--- src/rtl/bin2bcd_seq_pkg.sv ---
// Shared definitions for the sequential binary-to-BCD converter.
// Holds the FSM state encoding, digit width and add-3 threshold,
// plus a constant helper used to validate the parameters at elaboration.
package bin2bcd_seq_pkg;

   typedef enum logic [1:0] {
      ST_IDLE  = 2'b00,
      ST_SHIFT = 2'b01,
      ST_DONE  = 2'b10
   } state_e;

   localparam int         BCD_DIGIT_W    = 4;
   localparam logic [3:0] ADD3_THRESHOLD = 4'd5;

   // 10^n as a 64-bit constant; used only in elaboration-time checks.
   function automatic longint unsigned pow10(input int n);
      longint unsigned r;
      r = 64'd1;
      for (int i = 0; i < n; i++) begin
         r = r * 64'd10;
      end
      return r;
   endfunction

endpackage

--- src/rtl/bin2bcd_seq_bcd_add3.sv ---
// Purpose: single BCD digit corrector, adds 3 when the digit is 5 or more.
// Latency: combinational, zero cycles.
// Backpressure: none; pure function of its input.
module bcd_add3
   import bin2bcd_seq_pkg::*;
(
   input  logic [BCD_DIGIT_W-1:0] d_i,
   output logic [BCD_DIGIT_W-1:0] d_o
);

   // Pre-correct so that the following left shift carries into the next digit.
   always_comb begin
      d_o = d_i;
      if (d_i >= ADD3_THRESHOLD) begin
         d_o = d_i + 4'd3;
      end
   end

endmodule

--- src/rtl/bin2bcd_seq.sv ---
// Purpose: iterative double-dabble binary-to-BCD converter with leading-zero mask.
// Latency: ready pulses BITS cycles after the accepting edge; back-to-back every BITS+1.
// Backpressure: start is only sampled in IDLE/DONE; requests during SHIFT are dropped.
module bin2bcd_seq
   import bin2bcd_seq_pkg::*;
#(
   parameter int BITS   = 8,
   parameter int DIGITS = 3
) (
   input  logic                    clk,
   input  logic                    rst,
   input  logic                    start,
   input  logic [BITS-1:0]         bin,
   output logic                    busy,
   output logic                    ready,
   output logic [4*DIGITS-1:0]     bcd,
   output logic [DIGITS-1:0]       lead_zero
);

   localparam int SCR_W = BCD_DIGIT_W * DIGITS;
   localparam int CNT_W = $clog2(BITS + 1);

   // The result must fit in DIGITS decimal digits, otherwise the top digit overflows.
   if (pow10(DIGITS) <= ((64'd1 << BITS) - 64'd1)) begin : g_param_chk
      $error("bin2bcd_seq: DIGITS=%0d too small for BITS=%0d", DIGITS, BITS);
   end

   state_e             state_q;
   logic [CNT_W-1:0]   cnt_q;
   logic [BITS-1:0]    shift_q;
   logic [BITS-1:0]    shift_d;
   logic [SCR_W-1:0]   scratch_q;
   logic [SCR_W-1:0]   scratch_d;
   logic [SCR_W-1:0]   corr;
   logic [SCR_W-1:0]   bcd_q;
   logic [DIGITS-1:0]  lz_q;
   logic [DIGITS-1:0]  lz_d;
   logic               busy_q;
   logic               ready_q;

   // One corrector per digit; digits never carry into each other before the shift.
   for (genvar k = 0; k < DIGITS; k++) begin : g_add3
      bcd_add3 u_add3 (
         .d_i (scratch_q[BCD_DIGIT_W*k +: BCD_DIGIT_W]),
         .d_o (corr[BCD_DIGIT_W*k +: BCD_DIGIT_W])
      );
   end

   // Corrected scratch and binary shift register move left together by one bit.
   assign {scratch_d, shift_d} = {corr, shift_q} << 1;

   // Leading-zero mask from the final scratch: a digit is blank only if every digit above it is.
   always_comb begin
      logic run;
      lz_d = '0;
      run  = 1'b1;
      for (int k = DIGITS - 1; k >= 1; k--) begin
         run     = run & (scratch_d[BCD_DIGIT_W*k +: BCD_DIGIT_W] == '0);
         lz_d[k] = run;
      end
   end

   // Control FSM, iteration counter and registered outputs.
   always_ff @(posedge clk or negedge rst) begin
      if (!rst) begin
         state_q   <= ST_IDLE;
         cnt_q     <= '0;
         shift_q   <= '0;
         scratch_q <= '0;
         bcd_q     <= '0;
         lz_q      <= '0;
         busy_q    <= 1'b0;
         ready_q   <= 1'b0;
      end else begin
         ready_q <= 1'b0;
         case (state_q)
            ST_IDLE, ST_DONE: begin
               if (start) begin
                  shift_q   <= bin;
                  scratch_q <= '0;
                  cnt_q     <= CNT_W'(BITS);
                  busy_q    <= 1'b1;
                  state_q   <= ST_SHIFT;
               end else begin
                  busy_q  <= 1'b0;
                  state_q <= ST_IDLE;
               end
            end
            ST_SHIFT: begin
               scratch_q <= scratch_d;
               shift_q   <= shift_d;
               cnt_q     <= cnt_q - CNT_W'(1);
               if (cnt_q == CNT_W'(1)) begin
                  bcd_q   <= scratch_d;
                  lz_q    <= lz_d;
                  busy_q  <= 1'b0;
                  ready_q <= 1'b1;
                  state_q <= ST_DONE;
               end
            end
            default: begin
               busy_q  <= 1'b0;
               state_q <= ST_IDLE;
            end
         endcase
      end
   end

   assign busy      = busy_q;
   assign ready     = ready_q;
   assign bcd       = bcd_q;
   assign lead_zero = lz_q;

endmodule

--- config.mk ---
export PLATFORM = sky130hd
export DESIGN_NAME = bin2bcd_seq
export DESIGN_NICKNAME = d
export VERILOG_FILES = /design/src/rtl/bin2bcd_seq_pkg.sv /design/src/rtl/bin2bcd_seq_bcd_add3.sv /design/src/rtl/bin2bcd_seq.sv
export SDC_FILE = /design/constraint.sdc
export NUM_CORES = 1
export LEC_CHECK = 0
export CAP_MARGIN = 20
export CORE_UTILIZATION = 45
export DETAILED_ROUTE_END_ITERATION = 10
export PLACE_DENSITY_LB_ADDON = 0.15
export SYNTH_ARGS = -nofsm -noshare
export SYNTH_HDL_FRONTEND = slang
export SYNTH_SLANG_ARGS = --single-unit
--- constraint.sdc ---
create_clock -name clk -period 3.1 [get_ports clk]
set_input_delay 0.62 -clock clk [delete_from_list [all_inputs] [get_ports clk]]
set_output_delay 0.62 -clock clk [all_outputs]
set_load 0.01 [all_outputs]
==> key figures, run 1 <==
Pwr
  – Sw Pwr: just under 0.001 W
  – Pint: roughly 0.0016 W
  – Sw Share: between 30% and 40%
  – Design Power: 0.002588 W
  – Combinational share of power: between 40% and 50%
  – Reg power frac: between 30% and 40%
  – Clk pwr share: 17.0%
  – Cell area power density: 1087 mW/mm2
  – Leakage: 1.085 nW
  – Peak VDD IR: between 0.5 and 0.6 mV

Run status
  – Status: complete, no violations

Cells and area
  – Non-Filler Instances: about 270
  – Final core utilization: about 60%
  – ANT cells: 0
  – Area Growth Syn to Fin: 21.66%
  – Fillcell total: 356
  – Final net count: between 200 and 250
  – Layout cell share with drive strength beyond 1: 9.174%

STA
  – Endpoints failing hold: 0
  – RSZ-0062 raised after global routing: false
  – Tcrit/Tclk final: 62.19%
  – FMAX: 0.5187 GHz
  – Worst-margin pin slew: around 910 ps
  – Setup TNS: 0 ps
  – Hold WS: ~450 ps
  – Fin crit period: about 1900 ps
  – Clk_skew: between 9 and 10 ps
  – Max Slew Vio Count: 0
  – Slew headroom: 39.39%
  – Final Setup Violations: 0

Clock network
  – Post-CTS sizing: 0
  – Clock-pin slew on the worst setup and hold paths: around 80 ps
  – Post-CTS Hold Fix Bufs: 0
  – CTS tree: done
  – Max Root-Sink Buffers: 2
  – H-tree lvl count: 2
  – Setup Buffers After CTS: 0
  – Root Buffer: clkbuf_8
  – Num CTS Buffers: 5
  – Clock sinks: 41
  – Clk Latency, worst-skew pair: a little under 300 ps

Setup path
  – Nature of the critical path endpoint: flop
  – Startpoint Class: flop
  – Worst path required time: around 3300 ps
  – CP Class: flop to flop
  – Worst path arrival time: roughly 2100 ps
  – Largest fanout on the critical path: 11

Drt
  – Remaining DRCs: 0
  – Via count: between 1000 and 1500
  – DRT Wirelength: 3958 um
  – Average via count per standard cell: 5.433
  – DRT Pass-1 Iters: 4
  – Avg WL per Cell: roughly 15 um
  – DR iter-0 viols: 47
  – Remaining antenna violation count: 0

Yosys
  – Register bit total from synthesis: a little over 40
  – Synth Net Count: approximately 210
  – Fraction of registers with async set/reset: 100.0%
  – Synth Instances: approximately 190
  – Synth area leaders: dfrtp_1, nand2_1, ha_1
  – Syn_area_per_cell: 10.36 um2
  – Library cells used by synthesis: 37
  – Mapped Area: approximately 0.002 mm2
  – Number of synthesized flops with an enable pin: 0
  – Seq/Total Area, Yosys: around 52%
  – Most frequent cells after synthesis: dfrtp_1, nand2_1, o21ai_1, inv_1
  – Top-area cell type share of the netlist area: between 50 and 60%
  – Main synth FF type: dfrtp_1
  – Most common cell in the netlist: dfrtp_1
  – Area leader, netlist: dfrtp_1
  – YS warnings: 0

Floorplanning
  – Row count: 23
  – Core area: 0.004086 mm2
  – Boundary pin count: 28
  – Height of the die: between 60 and 70 um
  – Chip Width: 67.97 um
  – Initial core utilization: roughly 48%
  – Die area: 0.004619 mm2

Placement
  – Port Buf Inserts: 26
  – Routability Congestion: around 0.75
  – Placed Cells: 260
  – DP Wirelength: 2825 um

Global routing
  – Pin count of the biggest net entering global routing: 42
  – First-pass GRT wire length: between 6000 and 7000 um
  – GRT Overall Usage: between 20% and 30%
  – GR Overflow Total: 0
  – Vias in the first global route: between 1000 and 1500
  – Initial antenna violation count: 0

Worst hold path
  – Hold WC Path Type: input port to asynchronous set/reset pin

Run
  – Max-Cap Viols: 0
-- area by class of cell --
| class | count | area [um2] | area share [%] |
|---|---|---|---|
| clock buffers | 7 | 86.33 | 3.624 |
| clock inverters | 1 | 30.03 | 1.261 |
| inverters | 10 | 37.54 | 1.576 |
| multi-input cells | 129 | 854.6 | 35.87 |
| flip-flops and latches | 41 | 1026 | 43.07 |
| well taps | 50 | 62.56 | 2.626 |
| repair buffers | 30 | 285.3 | 11.97 |
-- cells in the final DEF, fill, tap and decap left out, types with 3 or more instances in the layout --
| master | count |
|---|---|
| nor3b_1 | 4 |
| nor2_1 | 6 |
| buf_4 | 4 |
| a22oi_1 | 7 |
| mux2i_1 | 4 |
| mux2_1 | 3 |
| o21ai_1 | 13 |
| a21oi_1 | 7 |
| mux2_2 | 3 |
| inv_1 | 9 |
| a22o_1 | 8 |
| ha_1 | 8 |
| clkdlybuf4s50_1 | 25 |
| xnor2_1 | 3 |
| o21ai_0 | 3 |
| clkbuf_8 | 6 |
| nand2_1 | 34 |
| dfrtp_1 | 41 |
| nand2b_1 | 5 |
| nor3_1 | 3 |
-- cells by family (layout without fill, tap and decap cells) --
group | after synthesis | after routing | share of synthesized area (%)
and+or+nand+nor | 61 | 61 | 14.95
DFF | 41 | 41 | 52.40
muxes | 10 | 10 | 5.495
adders and majority gates | 8 | 8 | 5.112
buffers and inverters | 19 | 48 | 3.961
xor gates and xnor gates | 3 | 3 | 1.342
other | 1 | 1 | 0.1915
AOI/OAI and AO/OA | 46 | 46 | 16.55
-- per-stage QoR --
step	cell area [um2]	setup slack [ps]
after floorplan	1958	1417
after global placement	2266	1237
after detailed placement	2266	1205
after CTS	2382	1180
after global routing	2382	1006
final	2382	1172
-- state kept, by name, indices dropped and copies added, names as in the netlist --
register   cells
bcd           12
scratch_q     12
shift_q        8
cnt_q          4
lead_zero      2
busy           1
ready          1
state_q        1
-- layer usage --
metal	share of wire, %	global-route usage, %
met5	0	0
met4	0.86	4.948
met3	3.6	5.500
met2	49	32.60
met1	46	26.69
-- worst max-delay path, cell delays in order (launching register included) --
cell	delay, ps
dfrtp_1	390
inv_1	80
ha_1	160
nor3b_1	270
nand2_1	280
inv_2	280
mux2_1	360
-- power groups by stage --
stage          Clock (W)  Combinational (W)  Sequential (W)
6_report        0.000440            0.00117        0.000973
5_1_grt         0.000466            0.00133         0.00101
4_1_cts         0.000452            0.00119        0.000970
3_5_place_dp           0            0.00118        0.000979
3_3_place_gp           0            0.00114        0.000965
2_1_floorplan          0           0.000754        0.000971
-- final timing paths --
| check | startpoint | end | depth (start not counted) | slack [ps] |
|---|---|---|---|---|
| max reg2reg | cnt_q[1] | bcd[6] | 6 | 1170 |
| min reg2reg | shift_q[4] | shift_q[4] | 2 | 480 |
| min in group clk | shift_q[4] | shift_q[4] | 2 | 480 |
| max | cnt_q[1] | bcd[6] | 6 | 1170 |
| min | rst | bcd[8] | 1 | 450 |
| max in group asynchronous | rst | bcd[5] | 1 | 2080 |
No activity file was read; power rests on OpenSTA's default activity.
==> run 2, diff against run 1 <==
- clock period: 3.1 -> 1.7 ns (I/O delays scaled with it)
==> run 2 against run 1 <==
Effect of this change:
- the run now ends with negative setup slack left
- non-clock buffer count increased by 19
- first-iteration DRC count increased by 47%
- final cell count increased by 7.1%
- combinational power increased by 110%
- maximum frequency increased by 13%
==> key figures, run 2 (synthesis gave the netlist of run 1 again) <==
STA
  – Endpoints failing hold: 0 (unchanged)
  – Tcrit/Tclk final: 100.2% (+38 points)
  – FMAX: 0.5870 GHz (+13%)
  – Hold WS: 485.0 ps (+31.87 ps)
  – Clk_skew: 8.269 ps (-1.047 ps)
  – Fin crit period: 1704 ps (-224.2 ps)
  – Final Setup Violations: 1 (+1)
  – RSZ-0062 raised after global routing: true
  – Max Slew Vio Count: 0 (unchanged)
  – Post-route setup slack: -3.576 ps (-1176 ps)

Global routing
  – Initial antenna violation count: 0 (unchanged)
  – Pin count of the biggest net entering global routing: 25 (-40%)
  – GRT Overall Usage: 19.72% (-0.44 points)
  – Vias in the first global route: 1509 (+1.5%)
  – GR Overflow Total: 0 (unchanged)
  – First-pass GRT wire length: 6651 um (-2.1%)

Clock network
  – CTS tree: done
  – Root Buffer: clkbuf_8
  – H-tree lvl count: 2 (unchanged)
  – Clock-pin slew on the worst setup and hold paths: 80 ps (about the same)
  – Clk Latency, worst-skew pair: 290 ps (about the same)
  – Num CTS Buffers: 5 (unchanged)
  – Max Root-Sink Buffers: 2 (unchanged)
  – Clock sinks: 41 (unchanged)

Floorplanning
  – Die area: 0.004619 mm2 (unchanged)
  – Core area: 0.004086 mm2 (unchanged)
  – Height of the die: 67.97 um (unchanged)
  – Chip Width: 67.97 um (unchanged)
  – Initial core utilization: 47.92% (unchanged)
  – Boundary pin count: 28 (unchanged)
  – Row count: 23 (unchanged)

Cells and area
  – Area Growth Syn to Fin: 30.67%
  – Commonest non-fill, non-tap cells in the layout: dfrtp_1, nand2_1, clkdlybuf4s50_1
  – Commonest non-fill, non-tap cell in the layout: dfrtp_1
  – ANT cells: 0 (unchanged)
  – Final net count: 255 (+8.1%)
  – Post-route cell area: 0.002559 mm2 (+7.4%)
  – Layout cell share with drive strength beyond 1: 19.83% (+11 points)
  – Fillcell total: 343 (-3.7%)

Drt
  – DRT Pass-1 Iters: 4 (unchanged)
  – Via count: 1502 (+3.2%)
  – Remaining DRCs: 0 (unchanged)
  – Average via count per standard cell: 5.233 (-3.7%)
  – DR iter-0 viols: 69 (+47%)
  – DRT Wirelength: 4100 um (+3.6%)
  – Avg WL per Cell: 14.29 um (-3.3%)
  – Remaining antenna violation count: 0 (unchanged)

Run status
  – Status: finished with violations
  – Failing checks: negative setup slack

Setup path
  – Worst path arrival time: 1910 ps (-180 ps)
  – CP Class: flop to flop
  – CP startpoint: scratch_q[8]
  – Nature of the critical path endpoint: flop
  – Startpoint Class: flop
  – Largest fanout on the critical path: 5 (-6)
  – FF-to-FF Start: scratch_q[8]
  – Worst path required time: 1910 ps (-1360 ps)

Pwr
  – Leakage: 1.173 nW (+8.2%)
  – Sw Pwr: 0.001884 W (+91%)
  – Cell area power density: 1899 mW/mm2 (+75%)
  – Combinational share of power: 51.7% (+6.3 points)
  – Sw Share: 38.77% (+0.62 points)
  – Reg power frac: 36.0% (-1.6 points)
  – Peak VDD IR: 0.9865 mV (+92%)
  – Pint: 0.002976 W (+86%)
  – Clk pwr share: 12.3% (-4.7 points)
  – Design Power: 0.004860 W (+88%)

Placement
  – DP Area: 0.002399 mm2 (+5.9%)
  – Routability Congestion: 0.8294 (+11%)
  – DP Wirelength: 2892 um (+2.4%)
  – Port Buf Inserts: 26 (unchanged)
  – Pre-CTS WS: -78.34 ps (-1284 ps)

Worst hold path
  – Hold WC Path Type: flop to flop
  – Worst hold start: shift_q[6]

Run
  – Max-Cap Viols: 0 (unchanged)
==> run 2: changes by cell type in the layout (fill, tap and decap cells not counted), sizes merged <==
cell,previous run,this run
bufinv,1,0
clkinv,0,2
clkbuf,7,6
buf,5,23
dlygate4sd3,0,1
==> run 2: area by class of cell <==
class                      instances  area [um2]  share of cell area, %
clock buffer                       6       72.57                  2.836
clock inverter                     2       10.01                 0.3912
inverter                          10       40.04                  1.565
multi-input combinational        129       903.4                  35.31
sequential                        41        1027                  40.15
tap                               50       62.56                  2.445
timing repair buffer              49       442.9                  17.31
==> run 2: power by group through the flow <==
stage	logic [W]	registers (W)	clock network, W
2_1_floorplan	0.00137	0.00177	0
3_3_place_gp	0.00229	0.00172	0
3_5_place_dp	0.00238	0.00174	0
4_1_cts	0.00241	0.00173	0.000616
5_1_grt	0.00278	0.00181	0.000662
6_report	0.00251	0.00175	0.000598
==> run 2: critical path, stage by stage, from the launching register on <==
cell	delay [ps]
dfrtp_2	440
inv_1	110
ha_4	160
nor3b_1	50
buf_4	160
a2111oi_4	310
o2111ai_2	200
o31ai_2	190
==> run 2: metal layers <==
| layer | routed length (um) | vias to the layer above | GRT usage, % |
|---|---|---|---|
| met5 | 0 | - | 0 |
| met1 | 1821 | 730 | 24.34 |
| met4 | 50 | 0 | 7.552 |
| li1 | - | 746 | - |
| met3 | 99 | 5 | 4.833 |
| met2 | 2128 | 21 | 32.97 |
==> run 2: worst paths after layout <==
check | to | slack (ps) | depth (start not counted)
setup / recovery | lead_zero[1] | -4 | 7
hold / removal | shift_q[6] | 480 | 2
setup reg to reg | lead_zero[1] | -4 | 7
hold reg to reg | shift_q[6] | 480 | 2
max in group asynchronous | scratch_q[0] | 700 | 3
min in group asynchronous | lead_zero[1] | 520 | 2
==> run 2: what timing repair did <==
action | in CTS | in global routing
gates resized for setup | 3 | 9
endpoints found under the hold margin | 5 | 0
setup endpoints to repair | 7 | 10
setup buffers | 0 | 2
hold buffers | 1 | 0
pin swaps | 2 | 2
==> run 2: through the flow <==
stage,setup TNS [ps],util [%],instances
after detailed placement,-144.2,58.70,276
after CTS,-37.93,61.30,285
after global placement,-14.10,58.70,276
after global routing,-115.8,62.61,287
final,-3.576,62.61,287
after floorplan,0,-,189
==> run 3, diff against run 2 <==
- CORE_UTILIZATION: 45 -> 35
- DONT_BUFFER_PORTS: default -> 1
==> run 3 against run 2 <==
Effect of this change:
- sequential cell count stayed put
- final area is 6.8% lower
- setup slack better by 40 ps
- critical path type unchanged
- sequential power is 5% higher
- utilization is 17 points lower
- routed wire length is 7.7% higher
- the run now ends clean
- register-to-register slack better by 40 ps
- clock skew is 2.8 ps lower
==> key figures, run 3 (synthesis gave the netlist of run 1 again) <==
Clock network
  – H-tree lvl count: 2 (unchanged)
  – Max Root-Sink Buffers: 2 (unchanged)
  – Root Buffer: clkbuf_8
  – Clock-pin slew on the worst setup and hold paths: 80 ps (about the same)
  – Clk Latency, worst-skew pair: 300 ps (about the same)
  – Num CTS Buffers: 5 (unchanged)
  – Clock sinks: 41 (unchanged)
  – CTS tree: done

STA
  – Fin crit period: 1664 ps (-39.52 ps)
  – FMAX: 0.6009 GHz (+2.4%)
  – Tcrit/Tclk final: 97.89% (-2.3 points)
  – Setup TNS: 0 ps (+3.576 ps)
  – Final Setup Violations: 0 (-1)
  – RSZ-0062 raised after global routing: true
  – Hold WS: 171.1 ps (-313.9 ps)
  – Endpoints failing hold: 0 (unchanged)
  – Clk_skew: 5.481 ps (-2.788 ps)
  – Max Slew Vio Count: 0 (unchanged)

Floorplanning
  – Core area: 0.005238 mm2 (+28%)
  – Initial core utilization: 37.39% (-11 points)
  – Height of the die: 76.80 um (+13%)
  – Die area: 0.005897 mm2 (+28%)
  – Chip Width: 76.80 um (+13%)
  – Boundary pin count: 28 (unchanged)
  – Row count: 26 (+13%)

Cells and area
  – Commonest non-fill, non-tap cell in the layout: dfrtp_1
  – Commonest non-fill, non-tap cells in the layout: dfrtp_1, nand2_1, buf_4
  – Post-route cell area: 0.002384 mm2 (-6.8%)
  – Final net count: 232 (-9.0%)
  – Area Growth Syn to Fin: 21.73%
  – Fillcell total: 506 (+48%)
  – ANT cells: 0 (unchanged)
  – Layout cell share with drive strength beyond 1: 25.23% (+5.4 points)
  – Final core utilization: 45.51% (-17 points)

Worst hold path
  – Hold WC Path Type: input port to flop
  – Hold Path Stages: 2 (unchanged)

Run
  – Max-Cap Viols: 0 (unchanged)

Drt
  – DRT Pass-1 Iters: 4 (unchanged)
  – Remaining DRCs: 0 (unchanged)
  – DRT Wirelength: 4417 um (+7.7%)
  – Via count: 1458 (-2.9%)
  – DR iter-0 viols: 50 (-28%)
  – Average via count per standard cell: 5.134 (-1.9%)
  – Remaining antenna violation count: 0 (unchanged)
  – Avg WL per Cell: 15.55 um (+8.9%)

Global routing
  – Pin count of the biggest net entering global routing: 42 (+68%)
  – Initial antenna violation count: 0 (unchanged)
  – First-pass GRT wire length: 7590 um (+14%)
  – GR Overflow Total: 0 (unchanged)
  – GRT Overall Usage: 16.68% (-3.0 points)
  – Vias in the first global route: 1535 (+1.7%)

Setup path
  – CP Class: flop to flop
  – Startpoint Class: flop
  – Largest fanout on the critical path: 2 (-3)
  – Worst path required time: 1910 ps (about the same)
  – Worst path arrival time: 1870 ps (-40 ps)
  – Reg2Reg Depth: 6 (-1)
  – Nature of the critical path endpoint: flop

Placement
  – Port Buf Inserts: 0 (-100%)
  – DP Wirelength: 3005 um (+3.9%)
  – DP Area: 0.002163 mm2 (-9.8%)
  – Routability Congestion: 0.7767 (-6.4%)

Pwr
  – Peak VDD IR: 0.7789 mV (-21%)
  – Leakage: 1.085 nW (-7.5%)
  – Cell area power density: 1975 mW/mm2 (+4.0%)

Run status
  – Status: complete, no violations
run 3: cell count changes in the layout (fill, tap and decap cells not counted), sizes merged:
cell,change
clkdlybuf4s50,-25
buf,+2
clkinvlp,+1
clkbuf,+1
clkinv,-2
run 3: timing repair:
item                       4_1_cts  5_1_grt
hold endpoints to repair        41        0
hold buffers                     2        0
pin swaps                        2        1
setup buffers                    3        2
setup endpoints to repair        8       10
gates resized for setup          7       12
run 3: path summary, 6_finish.rpt:
path	start	to	slack [ps]
worst min-delay path	bin[4]	shift_q[4]	170
worst max register to register	cnt_q[1]	lead_zero[1]	40
worst max-delay path	cnt_q[1]	lead_zero[1]	40
max in group asynchronous	rst	scratch_q[7]	990
worst min register to register	shift_q[6]	shift_q[6]	480
min in group asynchronous	rst	scratch_q[9]	510
run 3: layer usage:
metal	routed length [um]	global-route usage, %	vias up
met3	164	4.524	6
met2	2231	29.11	29
li1	-	-	695
met1	1949	19.55	728
met5	0	0	-
met4	71	5.769	0
run 3: metrics by stage:
step / setup WS (ps) / std cells / power, W
2_1_floorplan: 17.15 / 189 / 0.003145
3_3_place_gp: -41.40 / 271 / 0.003733
3_5_place_dp: -148.0 / 271 / 0.003842
4_1_cts: 3.263 / 284 / 0.004660
5_1_grt: -77.12 / 284 / 0.005105
6_report: 35.94 / 284 / 0.004707
run 3: critical path, stage by stage (launching register included):
cell and delay, ps:
dfrtp_1 400, inv_2 80, ha_4 120, or3b_4 370
a2111oi_4 230, o2111ai_2 180, o31ai_2 190
run 3: area by class of cell:
type	instances	area [um2]	share of cell area (%)
clock buffers	7	76.32	3.202
clock inverters	1	7.507	0.3150
inverters	10	40.04	1.680
repair buffers	26	210.2	8.819
well taps	70	87.58	3.675
flip-flops and latches	41	1026	43.04
multi-input cells	129	935.9	39.27
run 3: report_power, final:
group          internal, W  leakage [nW]  total, W  switching (W)
combinational      0.00108         0.529   0.00223        0.00115
clock             0.000291        0.0385  0.000635       0.000344
sequential         0.00140         0.518   0.00184       0.000439
